[config.mk]
export PLATFORM = sky130hd
export DESIGN_NAME = alu_issue_sequencer
export DESIGN_NICKNAME = d
export VERILOG_FILES = /design/src/rtl/alu_issue_sequencer.sv
export SDC_FILE = /design/constraint.sdc
export NUM_CORES = 2
export LEC_CHECK = 0
export CAP_MARGIN = 20
export CORE_UTILIZATION = 55
export DETAILED_ROUTE_END_ITERATION = 8
export PLACE_DENSITY_LB_ADDON = 0.1
export SETUP_SLACK_MARGIN = 0.5
export SLEW_MARGIN = 20
export SYNTH_ARGS = -nofsm -noshare
export SYNTH_HDL_FRONTEND = slang
export SYNTH_SLANG_ARGS = --single-unit
[constraint.sdc]
create_clock -name clk -period 5.55 [get_ports clk]
set_input_delay 0.555 -clock clk [delete_from_list [all_inputs] [get_ports clk]]
set_output_delay 0.555 -clock clk [all_outputs]
set_load 0.03 [all_outputs]
[src/rtl/alu_issue_sequencer.sv]
`default_nettype none
`timescale 1ns/1ps
// ============================================================================
// Module   : alu_issue_sequencer
// Purpose  : Multicycle initiator for the MIPS ALU. Fetches 32-bit words from
//            instruction memory, reads operands from a 32x32 register file,
//            presents the instruction to the ALU, captures result/flags and
//            then writes back or redirects the PC.
// Ports    : clk/rst_n (async active-low) ; start pulse ;
//            imem_req/imem_addr/imem_valid/imem_rdata fetch port ;
//            alu_instruction/alu_regA/alu_regB to ALU, alu_result/alu_flags
//            back ; busy/done/ovf_err/illegal/retired status ;
//            dbg_addr/dbg_data combinational register-file read port.
// Revision : 1.0 - initial release
// ============================================================================
module alu_issue_sequencer #(
    parameter int              PC_W     = 16,
    parameter logic [PC_W-1:0] RESET_PC = '0
) (
    input  logic            clk,
    input  logic            rst_n,
    input  logic            start,
    output logic            imem_req,
    output logic [PC_W-1:0] imem_addr,
    input  logic            imem_valid,
    input  logic [31:0]     imem_rdata,
    output logic [31:0]     alu_instruction,
    output logic [31:0]     alu_regA,
    output logic [31:0]     alu_regB,
    input  logic [31:0]     alu_result,
    input  logic [2:0]      alu_flags,
    output logic            busy,
    output logic            done,
    output logic            ovf_err,
    output logic            illegal,
    output logic [31:0]     retired,
    input  logic [4:0]      dbg_addr,
    output logic [31:0]     dbg_data
);

    localparam logic [2:0] S_IDLE  = 3'd0;
    localparam logic [2:0] S_FETCH = 3'd1;
    localparam logic [2:0] S_READ  = 3'd2;
    localparam logic [2:0] S_EXEC  = 3'd3;
    localparam logic [2:0] S_CAPT  = 3'd4;
    localparam logic [2:0] S_WB    = 3'd5;
    localparam logic [2:0] S_HALT  = 3'd6;

    logic [2:0]      r_state, w_state_nxt;
    logic [PC_W-1:0] r_pc;
    logic [31:0]     r_ir;
    logic [31:0]     r_alu_instr, r_alu_a, r_alu_b;
    logic [31:0]     r_res;
    logic [2:0]      r_flags;
    logic [31:0]     r_retired;
    logic [31:0]     r_rf [0:31];

    // ---------------- decode of the held instruction ----------------
    logic [5:0]  w_op, w_fn;
    logic [4:0]  w_rs, w_rt, w_rd, w_dst;
    logic [15:0] w_imm;
    logic        w_dst_en, w_is_slt, w_ovf_chk, w_is_beq, w_is_bne, w_is_halt, w_legal;

    assign w_op  = r_ir[31:26];
    assign w_fn  = r_ir[5:0];
    assign w_rs  = r_ir[25:21];
    assign w_rt  = r_ir[20:16];
    assign w_rd  = r_ir[15:11];
    assign w_imm = r_ir[15:0];

    always_comb begin
        w_dst_en  = 1'b0;
        w_dst     = w_rd;
        w_is_slt  = 1'b0;
        w_ovf_chk = 1'b0;
        w_is_beq  = 1'b0;
        w_is_bne  = 1'b0;
        w_is_halt = 1'b0;
        w_legal   = 1'b1;
        case (w_op)
            6'h00: begin
                case (w_fn)
                    6'h00, 6'h02, 6'h03, 6'h04, 6'h06, 6'h07,
                    6'h21, 6'h23, 6'h24, 6'h25, 6'h26, 6'h27: w_dst_en = 1'b1;
                    6'h20, 6'h22: begin
                        w_dst_en  = 1'b1;
                        w_ovf_chk = 1'b1;
                    end
                    6'h2A, 6'h2B: begin
                        w_dst_en = 1'b1;
                        w_is_slt = 1'b1;
                    end
                    default: w_legal = 1'b0;
                endcase
            end
            6'h08: begin
                w_dst_en  = 1'b1;
                w_dst     = w_rt;
                w_ovf_chk = 1'b1;
            end
            6'h09, 6'h0C, 6'h0D, 6'h0E: begin
                w_dst_en = 1'b1;
                w_dst    = w_rt;
            end
            6'h0A, 6'h0B: begin
                w_dst_en = 1'b1;
                w_dst    = w_rt;
                w_is_slt = 1'b1;
            end
            6'h04:   w_is_beq  = 1'b1;
            6'h05:   w_is_bne  = 1'b1;
            6'h3F:   w_is_halt = 1'b1;
            default: w_legal   = 1'b0;
        endcase
    end

    logic            w_ovf, w_wen, w_taken;
    logic [31:0]     w_wdata;
    logic [PC_W-1:0] w_pc4, w_boff, w_pc_nxt;

    assign w_ovf    = w_ovf_chk & r_flags[0];
    // Illegal words never reach here with w_dst_en set, so no extra gating.
    assign w_wen    = (r_state == S_WB) & w_dst_en & ~w_ovf & (w_dst != 5'd0);
    assign w_wdata  = w_is_slt ? {31'b0, r_flags[1]} : r_res;
    assign w_taken  = (w_is_beq & r_flags[2]) | (w_is_bne & ~r_flags[2]);
    assign w_pc4    = r_pc + PC_W'(3'd4);
    assign w_boff   = PC_W'({{14{w_imm[15]}}, w_imm, 2'b00});
    assign w_pc_nxt = w_taken ? (w_pc4 + w_boff) : w_pc4;

    // ---------------- FSM: state register ----------------
    always_ff @(posedge clk or negedge rst_n) begin
        if (!rst_n) r_state <= S_IDLE;
        else        r_state <= w_state_nxt;
    end

    // ---------------- FSM: next state ----------------
    always_comb begin
        w_state_nxt = r_state;
        case (r_state)
            S_IDLE, S_HALT: if (start) w_state_nxt = S_FETCH;
            S_FETCH:        if (imem_valid) w_state_nxt = S_READ;
            S_READ:         w_state_nxt = S_EXEC;
            S_EXEC:         w_state_nxt = S_CAPT;
            S_CAPT:         w_state_nxt = S_WB;
            S_WB:           w_state_nxt = w_is_halt ? S_HALT : S_FETCH;
            default:        w_state_nxt = S_IDLE;
        endcase
    end

    // ---------------- FSM: outputs ----------------
    always_comb begin
        imem_req = (r_state == S_FETCH);
        busy     = (r_state == S_FETCH) | (r_state == S_READ) | (r_state == S_EXEC) |
                   (r_state == S_CAPT)  | (r_state == S_WB);
        done     = (r_state == S_HALT);
        ovf_err  = (r_state == S_WB) & w_ovf;
        illegal  = (r_state == S_WB) & ~w_legal;
    end

    // ---------------- datapath ----------------
    always_ff @(posedge clk or negedge rst_n) begin
        if (!rst_n) begin
            r_pc        <= RESET_PC;
            r_ir        <= '0;
            r_alu_instr <= '0;
            r_alu_a     <= '0;
            r_alu_b     <= '0;
            r_res       <= '0;
            r_flags     <= '0;
            r_retired   <= '0;
        end else begin
            case (r_state)
                S_IDLE, S_HALT: begin
                    if (start) begin
                        r_pc      <= RESET_PC;
                        r_retired <= '0;
                    end
                end
                S_FETCH: if (imem_valid) r_ir <= imem_rdata;
                S_READ: begin
                    // Steer register fields so the ALU reads rs from regA and rt from regB.
                    r_alu_instr <= {r_ir[31:26], 5'b00000, 5'b00001, r_ir[15:0]};
                    r_alu_a     <= r_rf[w_rs];
                    r_alu_b     <= r_rf[w_rt];
                end
                S_CAPT: begin
                    r_res   <= alu_result;
                    r_flags <= alu_flags;
                end
                S_WB: begin
                    r_retired <= r_retired + 32'd1;
                    r_pc      <= w_pc_nxt;
                end
                default: ;
            endcase
        end
    end

    // Register file; R0 is never written so it always reads zero.
    always_ff @(posedge clk or negedge rst_n) begin
        if (!rst_n) begin
            for (int i = 0; i < 32; i++) r_rf[i] <= '0;
        end else if (w_wen) begin
            r_rf[w_dst] <= w_wdata;
        end
    end

    assign imem_addr       = r_pc;
    assign alu_instruction = r_alu_instr;
    assign alu_regA        = r_alu_a;
    assign alu_regB        = r_alu_b;
    assign retired         = r_retired;
    assign dbg_data        = r_rf[dbg_addr];

endmodule
`default_nettype wire

=== Word-level counts from Yosys, hierarchy flattened ===
Index checks and enable logic that the tools add are counted.

* Flip-flop bits (word level): 1229
* Input port bits: 76
* Output and inout port bits: 181
* Logic and storage cells: 151

* Add/subtract/negate cells: 3
* Magnitude comparators: 5
* Equal/unequal tests: 33
* Mux-type cells: 33
* Bitwise logic cells: 20
* Reduce and logical (&&, ||, !) cells: 16

{| class="wikitable"
|+ Operators with widths
! kind !! number
|-
| bitwise mux 1024 bit || 1
|-
| binary-select mux 32 bit (select 5 bit) || 3
|-
| 2-to-1 mux 32 bit || 9
|-
| demux 32 bit (select 5 bit) || 1
|-
| == test 6 bit, second input constant || 11
|-
| case mux 32 bit (2 select lines) || 1
|-
| == test 6 x 4 -> 1 bit, second input constant || 7
|-
| adder 32 x 1 -> 32 bit, second input constant || 1
|-
| 2-to-1 mux 16 bit || 2
|-
| case mux 16 bit (2 select lines) || 1
|-
| == test 6 x 3 -> 1 bit, second input constant || 5
|-
| >= comparator 6 bit, second input constant || 4
|-
| inverter 5 -> 6 bit || 4
|-
| case mux 3 bit (6 select lines) || 1
|-
| adder 16 bit || 1
|-
| adder 16 x 3 -> 16 bit, second input constant || 1
|-
| OR reduction 16 bit || 1
|-
| == test 6 x 2 -> 1 bit, second input constant || 2
|-
| zero test 6 bit || 2
|-
| OR reduction 10 bit || 1
|-
| == test 3 bit, second input constant || 3
|-
| 2-to-1 mux 3 bit || 3
|-
| bitwise AND 1 bit || 8
|-
| case mux 1 bit (2 select lines) || 4
|-
| other kinds (16) || 33
|}

=== Depth between registers and ports, before layout ===
* Depth in word-level cells: 9
* Gate-level depth with buffers: 13
* Depth with buffers taken out: 13

=== Worst setup path before layout ===
OpenSTA, ideal clock, no wires.

* Path kind: in2out
* Start: input dbg_addr[0]
* End: output dbg_data[0]
* Arrival time: 2853 ps
* Required time: 4995 ps
* Setup slack: 2142 ps
* Stages on the path: 6
* Buffers on the path: 3
* Path through: clkbuf_1 clkbuf_1 buf_1 mux4_2 mux4_2 mux2_2

* Cells in the longest elaborated chain, start to end: 4

{| class="wikitable"
|+ RTL lines
! what !! RTL line !! source
|-
| start, declared || 37 || <nowiki>input logic [4:0] dbg_addr,</nowiki>
|-
| inverter 5 -> 6 bit (implied by the code) || 213 || <nowiki>assign dbg_data = r_rf[dbg_addr];</nowiki>
|-
| binary-select mux 32 bit (select 5 bit) || 213 ||
|-
| 2-to-1 mux 32 bit (implied by the code) (2 in series) || 213 ||
|-
| end, declared || 38 || <nowiki>output logic [31:0] dbg_data</nowiki>
|}

No other way between the ends. The select of a mux whose other input is x is not followed.

=== Final worst setup path ===
* Start: register r_state[2]
* End: register r_rf[688] (netlist bit)

* Cells in the longest elaborated chain, start to end: 4

{| class="wikitable"
|+ RTL lines
! what !! RTL line !! source
|-
| start, declared || 49 || <nowiki>logic [2:0] r_state, w_state_nxt;</nowiki>
|-
| start signal, assigned || 133 || <nowiki>else r_state <= w_state_nxt;</nowiki>
|-
| == test 3 bit || 123 || <nowiki>assign w_wen = (r_state == S_WB) & w_dst_en & ~w_ovf & (w_dst != 5'd0);</nowiki>
|-
| bitwise AND 1 bit (3 in series) || 123 ||
|-
| end signal, assigned by index || 204 || <nowiki>r_rf[w_dst] <= w_wdata;</nowiki>
|-
| end, declared || 56 || <nowiki>logic [31:0] r_rf [0:31];</nowiki>
|}

No other way between the ends.
A chain may end at the register's enable or synchronous reset.

==> results.md <==
GRT:
- Across every metal layer, demand over resource in global routing totals 32.7%.
- The number of global-route vias before repair is ~46000.
- The first global-routing pass estimated between 300000 and 400000 microns of wire.
- The number of antenna violations at the first check in global routing is 6.
- The largest net degree at the start of global routing is 155.
- The total congestion overflow is 0.

Min path:
- The count of cells along the worst hold path is 3.
- The path class of the lowest-slack min-delay path is input pin to register.

Routing:
- The total iterations of the first detailed-routing run is 5.
- Once detail routing completed, the nets flagged for antenna violations numbered 0.
- The first routing iteration left 4288 violations.
- The number of DRC violations after detailed routing is 0.
- The via count of the routed design is 44197.
- The routed design has ~210000 microns of wire.
- After detailed routing, the number of vias per cell comes to around 7.0.
- The routed length per instance is 33.0 microns.

Status:
- The flow ran to the end, and the final reports show no timing, DRC or antenna violations.

Power:
- Of the total power, the share spent switching nets is 36.9%.
- Summed over all cells, the static leakage comes to between 30 and 40 nW.
- The power share of the clock group is 29.5%.
- The total internal power is 20.4 mW.
- The switching power is 11.9 mW.
- Dividing total power by cell area gives a power density of 404 nW/um^2.
- The sum of internal, switching and leakage power is 32.4 mW.
- The relative contribution of combinational cells to total power is 34.3%.
- Of the total power, registers draw 36.2%.
- The peak supply drop is 0.415 mV.

Yosys:
- Ranked by total cell area, the synthesized netlist is headed by sky130_fd_sc_hd__dfrtp_1 (43%), sky130_fd_sc_hd__mux4_2 (30%), sky130_fd_sc_hd__mux2_2 (17%), sky130_fd_sc_hd__clkbuf_1 (1.4%), sky130_fd_sc_hd__mux2i_1 (1.1%).
- The combinational family with the most area after synthesis is multiplexers.
- The library cell with the largest summed area after synthesis is sky130_fd_sc_hd__dfrtp_1.
- The synthesized netlist devotes less than 1% of its cell area to adder and majority cells.
- Of the total synthesized cell area, the portion taken by AND, OR, NAND and NOR gates is 2.50%.
- For this run, the number of Yosys warnings is 0.
- The synthesized design contains 0 enable-type register cells.
- After synthesis, the mean cell area works out to about 16 sq um.
- The share of async-settable or async-resettable flops after synthesis is 100%.
- The cell area that synthesis handed to floorplanning was 71000 sq um.
- Among all flip-flop cells after synthesis, the most frequent one is sky130_fd_sc_hd__dfrtp_1.
- Of the post-synthesis cell area, the dominant cell type holds 43.2%.
- The synthesized netlist devotes under 10% of its cell area to compound gates.
- The area share of xor/xnor cells in the synthesized design is 0.259%.
- After synthesis the netlist holds a flip-flop and latch count of 1227.
- After synthesis, flip-flops and latches occupy roughly 43% of the total area.
- The mux contribution to synthesized area is 49.2%.
- The count of cell types in the netlist is 61.
- The number of instances in the synthesized netlist is 4493.

Floorplan:
- Measured along the x axis, the die boundary spans between 300 and 400 microns.
- The floorplan step defined a die boundary enclosing 131000 sq um.
- The number of standard-cell rows in the floorplan is about 130.
- Measured along the y axis, the die boundary spans 361 microns.
- The initial core utilization is between 50% and 60%.
- about 260 I/O pins were placed.
- The area of the core is approximately 130000 sq um.

Setup path:
- The worst reg2reg path depth is 7.
- The slowest cell on the critical path is sky130_fd_sc_hd__nor2_4.
- The start-to-end type of the worst setup path is register to register.
- Walking the worst path, the cells encountered are inv_1 > or2_2 > nor3_4 > nand2_1 > nor2_4 > buf_12 > mux2_2.
- At the worst endpoint, the arrival time is 4.75 ns.
- The worst setup path is captured at a register.
- The stage delay of the slowest cell on the critical path is between 0.8 and 0.9 ns.
- The kind of launch point of the worst setup path is a register.
- The top fanout value on the critical path is 20.
- The worst endpoint required time is 6.20 ns.

Clock tree:
- For the worst-skew pair, the clock arrives at the later sink with an insertion delay of between 0.7 and 0.8 ns.
- The buffer depth of the longest clock path is 3.
- The CTS buffer count is between 100 and 150.
- The number of clock sinks is 1227.
- In this run the clock root is driven by a sky130_fd_sc_hd__clkbuf_16.
- The CTS tree is built.
- The number of H-tree levels is 4.
- The clock-pin slew of the registers on the worst-case setup and hold paths is ~0.050 ns.

STA:
- The final number of max-transition violations is 0.
- The worst clock skew on the final layout is ~0.025 ns.
- The final worst-path setup slack is approximately 1.4 ns.
- The number of hold-slack violations in the final timing report is 0.
- The number of failing setup endpoints in the final timing report is 0.
- The slew at the pin closest to its max-slew limit is 1.10 ns.
- The clock period minus worst slack is 4.10 ns.
- The worst-case headroom to the max-slew limit is 25.5%.
- After layout, the worst path uses 73.9% of the clock period.
- Setup repair after global routing left no endpoint under its margin.
- The final-layout worst hold slack is 0.353 ns.
- The final total negative setup slack is 0 ns.
- The maximum frequency from static timing analysis is approximately 0.24 GHz.

Run:
- The max-cap check violation count is 0.

Place:
- The pre-CTS setup slack is 1.49 ns.
- The placed instances occupy a cell area of 75300 sq um.
- The congestion estimate from routability-driven global placement came to 0.843.
- After legalization and detailed placement, the total HPWL measured ~120000 microns.
- Buffers placed on the I/O ports in this run total about 250.
- The number of cells in the design after placement is 6012.

Layout:
- The area growth from synthesis to layout is 12.7%.
- The core occupancy in the finished layout is 62.6%.
- The net count of the finished layout is ~4600.
- The count of placed standard cells in the final layout, fillers left out is 6274.
- The layout has 9348 filler cells.
- The post-route cell area is 80100 sq um.
- The proportion of layout cells with a drive suffix above 1 is between 50% and 60%.
final cells by class:
class | instances | area (sq um) | share of cell area [%]
multi-input combinational | 2755 | 38500 | 48.1
antenna | 6 | 15.0 | 0.0187
tap | 1662 | 2080 | 2.60
inverter | 13 | 48.8 | 0.0609
sequential | 1227 | 30700 | 38.4
timing repair buffer | 357 | 3970 | 4.95
clock buffer | 192 | 4040 | 5.04
clock inverter | 62 | 703 | 0.878
kinds of logic (layout without fill, tap and decap cells):
logic type | count (synthesis) | in the layout
other | 1 | 17
adder cells (fa/ha/maj) | 17 | 17
flip-flops | 1227 | 1227
buffers and inverters | 521 | 624
AO/OA/AOI/OAI | 192 | 192
multiplexers | 2150 | 2150
AND/OR/NAND/NOR | 364 | 364
XOR/XNOR | 21 | 21
Yosys cell counts, drive strengths merged (3+ instances only):
cell       n
nand4      8
inv       13
nor3b      4
buf      237
mux2i     80
nand2     75
nor2b      4
clkbuf   271
or2        3
and2      38
ha        16
dfrtp   1227
mux2    1110
nor4b      4
a41oi      6
nand3     37
o21ai     52
or3        4
a21o       3
a31oi      5
nor2     130
nor4       7
and4b      3
o211ai     8
xnor2     13
a21oi     90
and4       3
xor2       8
mux4     960
nand2b     5
and3      15
nor3      19
o31ai      5
placed cells by master, fill, tap and decap left out, types with 16 or more instances in the layout:
cell type	count
sky130_fd_sc_hd__dfrtp_1	1217
sky130_fd_sc_hd__nor2_4	28
sky130_fd_sc_hd__buf_4	61
sky130_fd_sc_hd__nor3_1	16
sky130_fd_sc_hd__nor2_1	101
sky130_fd_sc_hd__clkbuf_8	21
sky130_fd_sc_hd__clkinv_2	32
sky130_fd_sc_hd__mux4_2	960
sky130_fd_sc_hd__mux2_1	29
sky130_fd_sc_hd__and2_1	36
sky130_fd_sc_hd__nand3_1	37
sky130_fd_sc_hd__a21oi_1	90
sky130_fd_sc_hd__mux2i_1	80
sky130_fd_sc_hd__clkdlybuf4s50_1	239
sky130_fd_sc_hd__clkbuf_1	25
sky130_fd_sc_hd__clkbuf_16	146
sky130_fd_sc_hd__buf_12	51
sky130_fd_sc_hd__ha_1	16
sky130_fd_sc_hd__mux2_2	1081
sky130_fd_sc_hd__o21ai_0	49
sky130_fd_sc_hd__nand2_1	74
per-layer routing:
layer	wire, microns	GRT usage (%)	up-vias
li1	-	-	17848
met2	99300	51.1	1854
met3	15700	6.02	377
met1	85000	46.7	24116
met4	6940	11.1	2
met5	13	0	-
path summary, 6_finish.rpt:
check / startpoint / to / slack [ns]
worst max-delay path: r_state[2] / r_rf[688] / 1.45
worst min-delay path: imem_rdata[13] / r_ir[13] / 0.35
worst max register to register: r_state[2] / r_rf[688] / 1.45
worst min register to register: r_rf[1002] / r_rf[1002] / 0.42
max in group asynchronous: rst_n / r_rf[186] / 3.67
min in group asynchronous: rst_n / r_rf[160] / 0.44
flip-flops by register name (all words and copies together) (netlist names):
register         cells
alu_instruction     23
alu_regA            32
alu_regB            32
imem_addr           14
r_flags              3
r_ir                32
r_res               32
r_rf              1024
r_state              3
retired             32
power groups by stage:
stage               Sequential (mW)  Clock (mW)  Combinational, mW
finish                         11.7        9.56               11.1
global placement               11.8           0               11.1
floorplan                      11.4           0               7.62
detailed placement             11.8           0               11.1
CTS                            11.7        9.74               11.2
global route                   11.9        10.1               11.8
critical path, delay by kind of cell, from the launching register on:
| kind | cells | cell delay, ns |
|---|---|---|
| buffers and inverters | 2 | 0.56 |
| flip-flops | 1 | 0.62 |
| AND/OR/NAND/NOR | 4 | 2.38 |
| multiplexers | 1 | 0.37 |
what timing repair did:
action	4_1_cts	5_1_grt
endpoints found under the hold margin	107	0
hold buffers	1	0
setup buffers	0	0
gates resized for setup	0	0
(Power assumes the default switching activity.)
